==> config.mk <==
export PLATFORM = sky130hd
export DESIGN_NAME = fetch_buffer
export DESIGN_NICKNAME = d
export VERILOG_FILES = /design/src/rtl/fetch_buffer.sv
export SDC_FILE = /design/constraint.sdc
export NUM_CORES = 1
export LEC_CHECK = 0
export ABC_AREA = 1
export CORE_UTILIZATION = 55
export DETAILED_ROUTE_END_ITERATION = 10
export MAX_ROUTING_LAYER = met4
export PLACE_DENSITY_LB_ADDON = 0.1
export REMOVE_ABC_BUFFERS = 1
export SKIP_LAST_GASP = 1
export SLEW_MARGIN = 20
export SYNTH_ARGS = -nofsm -noshare
export SYNTH_HDL_FRONTEND = slang
export SYNTH_SLANG_ARGS = --single-unit
==> constraint.sdc <==
create_clock -name clock -period 7.9 [get_ports clock]
set_clock_uncertainty 0.15 [all_clocks]
set_input_delay 0.79 -clock clock [delete_from_list [all_inputs] [get_ports clock]]
set_output_delay 0.79 -clock clock [all_outputs]
set_load 0.05 [all_outputs]
==> src/rtl/fetch_buffer.sv <==
// Circular instruction buffer between fetch and decode: wrap-bit pointers,
// flush-priority squash, no bypass, NOP/zero presented when empty.
`ifndef XLEN
`define XLEN 32
`endif
`ifndef NOP
`define NOP 32'h0000_0013
`endif

module fetch_buffer #(
  parameter int DEPTH = 4
) (
  input  logic                     clock,
  input  logic                     reset,
  input  logic                     in_valid,
  input  logic [31:0]              in_inst,
  input  logic [`XLEN-1:0]         in_pc,
  input  logic [`XLEN-1:0]         in_npc,
  output logic                     in_ready,
  input  logic                     flush,
  output logic                     out_valid,
  output logic [31:0]              out_inst,
  output logic [`XLEN-1:0]         out_pc,
  output logic [`XLEN-1:0]         out_npc,
  input  logic                     out_ready,
  output logic [$clog2(DEPTH):0]   count,
  output logic                     fetch_stall
);

  localparam int AW = $clog2(DEPTH);
  localparam int PW = AW + 1;
  localparam logic [PW-1:0] PTR_ZERO = {PW{1'b0}};
  localparam logic [PW-1:0] PTR_ONE  = {{AW{1'b0}}, 1'b1};

  logic [PW-1:0]      head_q, head_d;
  logic [PW-1:0]      tail_q, tail_d;
  logic               empty_s, full_s;
  logic               enq_s, deq_s;
  logic [AW-1:0]      head_idx_s, tail_idx_s;

  logic [31:0]        inst_mem_q [DEPTH];
  logic [`XLEN-1:0]   pc_mem_q   [DEPTH];
  logic [`XLEN-1:0]   npc_mem_q  [DEPTH];

  // Occupancy decode and pointer next-state; flush overrides any transfer.
  always_comb begin
    head_idx_s = head_q[AW-1:0];
    tail_idx_s = tail_q[AW-1:0];
    empty_s    = (head_q == tail_q);
    full_s     = (head_idx_s == tail_idx_s) && (head_q[AW] != tail_q[AW]);
    enq_s      = in_valid && !full_s && !flush;
    deq_s      = !empty_s && out_ready && !flush;
    head_d     = head_q;
    tail_d     = tail_q;
    if (flush) begin
      head_d = PTR_ZERO;
      tail_d = PTR_ZERO;
    end else begin
      if (deq_s) begin
        head_d = head_q + PTR_ONE;
      end else begin
        head_d = head_q;
      end
      if (enq_s) begin
        tail_d = tail_q + PTR_ONE;
      end else begin
        tail_d = tail_q;
      end
    end
  end

  // Pointer registers.
  always_ff @(posedge clock or posedge reset) begin
    if (reset) begin
      head_q <= PTR_ZERO;
      tail_q <= PTR_ZERO;
    end else begin
      head_q <= head_d;
      tail_q <= tail_d;
    end
  end

  // Entry storage; never reset, only visible once written and between head and tail.
  always_ff @(posedge clock) begin
    if (enq_s) begin
      inst_mem_q[tail_idx_s] <= in_inst;
      pc_mem_q[tail_idx_s]   <= in_pc;
      npc_mem_q[tail_idx_s]  <= in_npc;
    end
  end

  // Head presentation and status outputs.
  always_comb begin
    in_ready    = !full_s;
    fetch_stall = full_s;
    out_valid   = !empty_s;
    count       = tail_q - head_q;
    if (!empty_s) begin
      out_inst = inst_mem_q[head_idx_s];
      out_pc   = pc_mem_q[head_idx_s];
      out_npc  = npc_mem_q[head_idx_s];
    end else begin
      out_inst = `NOP;
      out_pc   = {`XLEN{1'b0}};
      out_npc  = {`XLEN{1'b0}};
    end
  end

endmodule

==> impl.org <==
** Floorplan
- Floorplan core area :: 0.02801 mm2
- The initial utilization of the core area, before any placement, comes to 0.5630.
- Die boundary width :: around 170 um
- IO Count :: between 200 and 250
- Total die area :: around 0.029 mm2
- Measured along the y axis, the die boundary spans between 150 and 200 um.
- The initialized floorplan defines 61 standard-cell rows.

** Finish
- Share of final-layout standard cells stronger than drive strength 1 :: 0.1028
- The area growth from synthesis to layout is 20.76%.
- Nets :: between 1000 and 1500
- The finished cells cover roughly 0.019 mm2.
- Filler instances :: around 2000

** Pwr
- In this run the static leakage power is approximately 6.4 nW.
- Pint :: between 0.003 and 0.004 W
- Comb pwr share :: 0.269
- Clock Power Share :: 0.309
- The share of total power dissipated in sequential elements is 0.422.
- Ratio of total power to cell area :: 292.5 mW/mm2
- VDD sags by at most between 0.2 and 0.3 mV.
- Switching component of the power :: between 0.0015 and 0.002 W
- Proportion of total power due to net switching :: 0.3215

** Timing
- Setup violations remaining at the end of the flow were counted as 0.
- Setup repair after global routing missed its margin :: no
- Highest Clock Rate :: roughly 0.18 GHz
- In this run the tightest slew margin relative to its limit is 0.2935.
- The final hold violation count came to 0.
- Final clock period utilization by the worst path :: 0.7019
- Pins over their slew limit :: 0
- Worst-margin pin slew :: around 1.1 ns
- Clock period minus final worst setup slack :: approximately 5.5 ns
- In the post-route analysis, the smallest setup slack over all paths is around 2.4 ns.
- Worst hold slack :: around 0.34 ns

** Yosys
- After synthesis the cells add up to between 0.015 and 0.02 mm2.
- The share of the Yosys chip area taken by registers is 0.7407.
- The netlist uses 25 different library cells.
- Number of instances in the synthesized netlist :: ~1200
- Register bit count reported by yosys :: a little under 400
- Mean cell area of the mapped netlist :: roughly 13 um2
- Yosys warnings :: 0

** Detailed routing
- Dividing the detail-routed via count by the number of cells gives 5.420.
- After detailed routing, the number of remaining DRC violations is 0.
- The detail route stage leaves a number of antenna-violating nets equal to 0.
- The routed layout has just under 10000 vias.
- Routed wire length per instance :: about 19 um
- For this block, the routed nets add up to roughly 34 mm of wire.
- For this run, the detailed router's first-pass iteration total came to 5.
- The detailed router finished its first iteration with 881 violations.

** Critical path
- STA puts the critical path data required time at just under 7 ns.
- The slowest stage of the critical path belongs to the cell clkdlybuf4s50_1.
- Worst setup path class :: reg -> out
- Maximum single-stage delay on the critical path :: ~0.77 ns
- Maximum fanout along the worst path :: 54
- For the worst setup path, the data arrival time is ~4.6 ns.
- Critical Path Source Type :: flip-flop
- Critical-path cell list :: inv_4 -> ha_1 -> nand2_1 -> inv_1 -> nand3_4 -> inv_4 -> buf_4 -> a21oi_1 -> clkdlybuf4s50_1
- Counting both buffers and inverters, the worst setup path holds a total of 5.
- By instance count, the cell type seen most on the critical path is inv_4.
- Category of the worst setup path capture point :: output port
- Family of cells with the greatest summed delay on the critical path :: buffers and inverters

** Placed design
- GPL Wtd Cong :: roughly 0.77
- Number of I/O port buffers :: around 200
- Prior to clock tree synthesis, the placed netlist has a worst setup slack of approximately 2.8 ns.
- The HPWL after detailed placement is roughly 19 mm.
- Once placement finished, the instance area stood at 0.01785 mm2.

** Global route
- Total overflow reported by the global router :: 0
- Entering global routing, the biggest net connects between 100 and 150 pins.
- Global-route wire length before repair :: between 50 and 60 mm
- Antenna violations before repair :: 4
- Via count of the first global-routing pass :: between 9000 and 10000
- Overall track demand over capacity in global routing :: 0.2354

** Clocking
- CTS tree :: built
- After clock tree synthesis, the repair step resized 0 gates.
- CTS H-tree lvls :: 2
- CTS hold repair buffers :: 0
- The number of setup buffers added after CTS is 0.
- The clock net in this run drives a total of approximately 400 sinks.
- No sink is reached through more buffers than the 3 on the longest clock path.
- Counting the buffers created by CTS gives 39.
- Clock latency on the worst-skew pair, taken at its later pin, is ~0.52 ns.
- The tree is rooted in a clkbuf_16.
- Clock transition at the registers of the reported paths :: about 0.060 ns

** Worst hold path
- The worst hold path belongs to the class in -> async.

** Run status
- Outcome :: finished clean

** Run
- Number of max-capacitance violations reported :: 0
-- Yosys cell counts (all sizes together) --
master	instances	area, um2
ha	7	87.58
a21oi	99	758.2
dfrtp	6	150.1
edfxtp	384	11530
buf	51	464.2
clkbuf	24	103.9
nand4	6	37.54
inv	18	70.07
xor2	1	8.760
o21ai	189	945.9
nor2	378	1419
nand2	30	117.6
nand3	9	57.56
fa	1	20.02
-- flip-flops by register name (all words and copies together) (netlist names) --
register	flops
head_q	3
inst_mem_q	128
npc_mem_q	128
pc_mem_q	128
tail_q	3
-- final timing paths --
kind,to,start,slack [ns],cells after the start
setup / recovery,out_npc[4],head_q[1]$_DFFE_PP0P_,2.35,9
hold / removal,tail_q[0]$_DFFE_PP0P_,reset,0.34,2
setup reg to reg,inst_mem_q[2][17]$_DFFE_PP_,head_q[1]$_DFFE_PP0P_,3.30,9
hold reg to reg,tail_q[0]$_DFFE_PP0P_,tail_q[0]$_DFFE_PP0P_,0.43,2
max in group asynchronous,head_q[1]$_DFFE_PP0P_,reset,7.03,2
min in group clock,tail_q[0]$_DFFE_PP0P_,tail_q[0]$_DFFE_PP0P_,0.43,2
-- cells in the final DEF (no fill, tap or decap) --
cell	netlist	final
a21oi_1	29	29
a21oi_2	70	70
buf_12	8	1
buf_4	13	12
bufinv_16	0	2
clkbuf_1	13	10
clkbuf_16	0	41
clkdlybuf4s50_1	0	202
clkinv_1	0	9
clkinv_2	0	5
dfrtp_1	6	4
dfrtp_4	0	2
diode_2	0	4
edfxtp_1	384	384
fa_1	1	1
ha_1	7	7
inv_1	13	13
inv_2	4	2
inv_4	1	2
inv_6	0	1
nand2_1	28	28
nand2_2	2	2
nand3_1	8	8
nand3_4	1	1
nand4_1	6	6
nor2_1	378	374
nor2_4	0	4
o21ai_0	185	185
o21ai_1	4	4
xor2_1	1	1
-- per-stage QoR --
stage,cells,utilization,TNS (ns),total power [W]
floorplan,1128,-,-593.23,0.003380
global placement,1721,0.6373,0,0.003885
detailed placement,1721,0.6374,0,0.003901
CTS,1788,0.6796,0,0.005612
global route,1792,0.6799,0,0.005773
finish,1792,0.6799,0,0.005571
-- routing by layer --
metal  global-route usage  share of wire  up-vias
met4              0.06988          0.021        0
li1                     -              -     4642
met3              0.05039          0.068       59
met2               0.3749           0.49      308
met5                    -              0        -
met1               0.3064           0.42     4704
-- power groups by stage --
stage	clock (W)	sequential [W]	combinational, W
final	0.00172	0.00235	0.00150
after global routing	0.00183	0.00236	0.00159
after CTS	0.00175	0.00235	0.00151
after detailed placement	0	0.00240	0.00150
after global placement	0	0.00239	0.00149
after floorplan	0	0.00244	0.000944
-- final cells by class --
| cell class | instances | area [um2] | share of cell area |
|---|---|---|---|
| Clock inverter | 16 | 118.9 | 0.006241 |
| Tap cell | 378 | 473.0 | 0.02483 |
| Timing Repair Buffer | 215 | 2132 | 0.1119 |
| Antenna cell | 4 | 10.01 | 0.0005256 |
| Sequential cell | 390 | 11690 | 0.6137 |
| Inverter | 18 | 77.57 | 0.004073 |
| Multi-Input combinational cell | 720 | 3482 | 0.1828 |
| Clock buffer | 51 | 1064 | 0.05584 |
-- cells by family (layout without fill, tap and decap cells) --
group / Yosys count / count (layout) / share of synthesized area
and+or+nand+nor: 423 / 423 / 0.1035
DFF: 390 / 390 / 0.7407
AOI/OAI and AO/OA: 288 / 288 / 0.1081
buffers and inverters: 93 / 300 / 0.04046
adders and majority gates: 8 / 8 / 0.006822
xor gates and xnor gates: 1 / 1 / 0.0005554
other: 0 / 4 / 0
No activity file was read; power rests on OpenSTA's default activity.
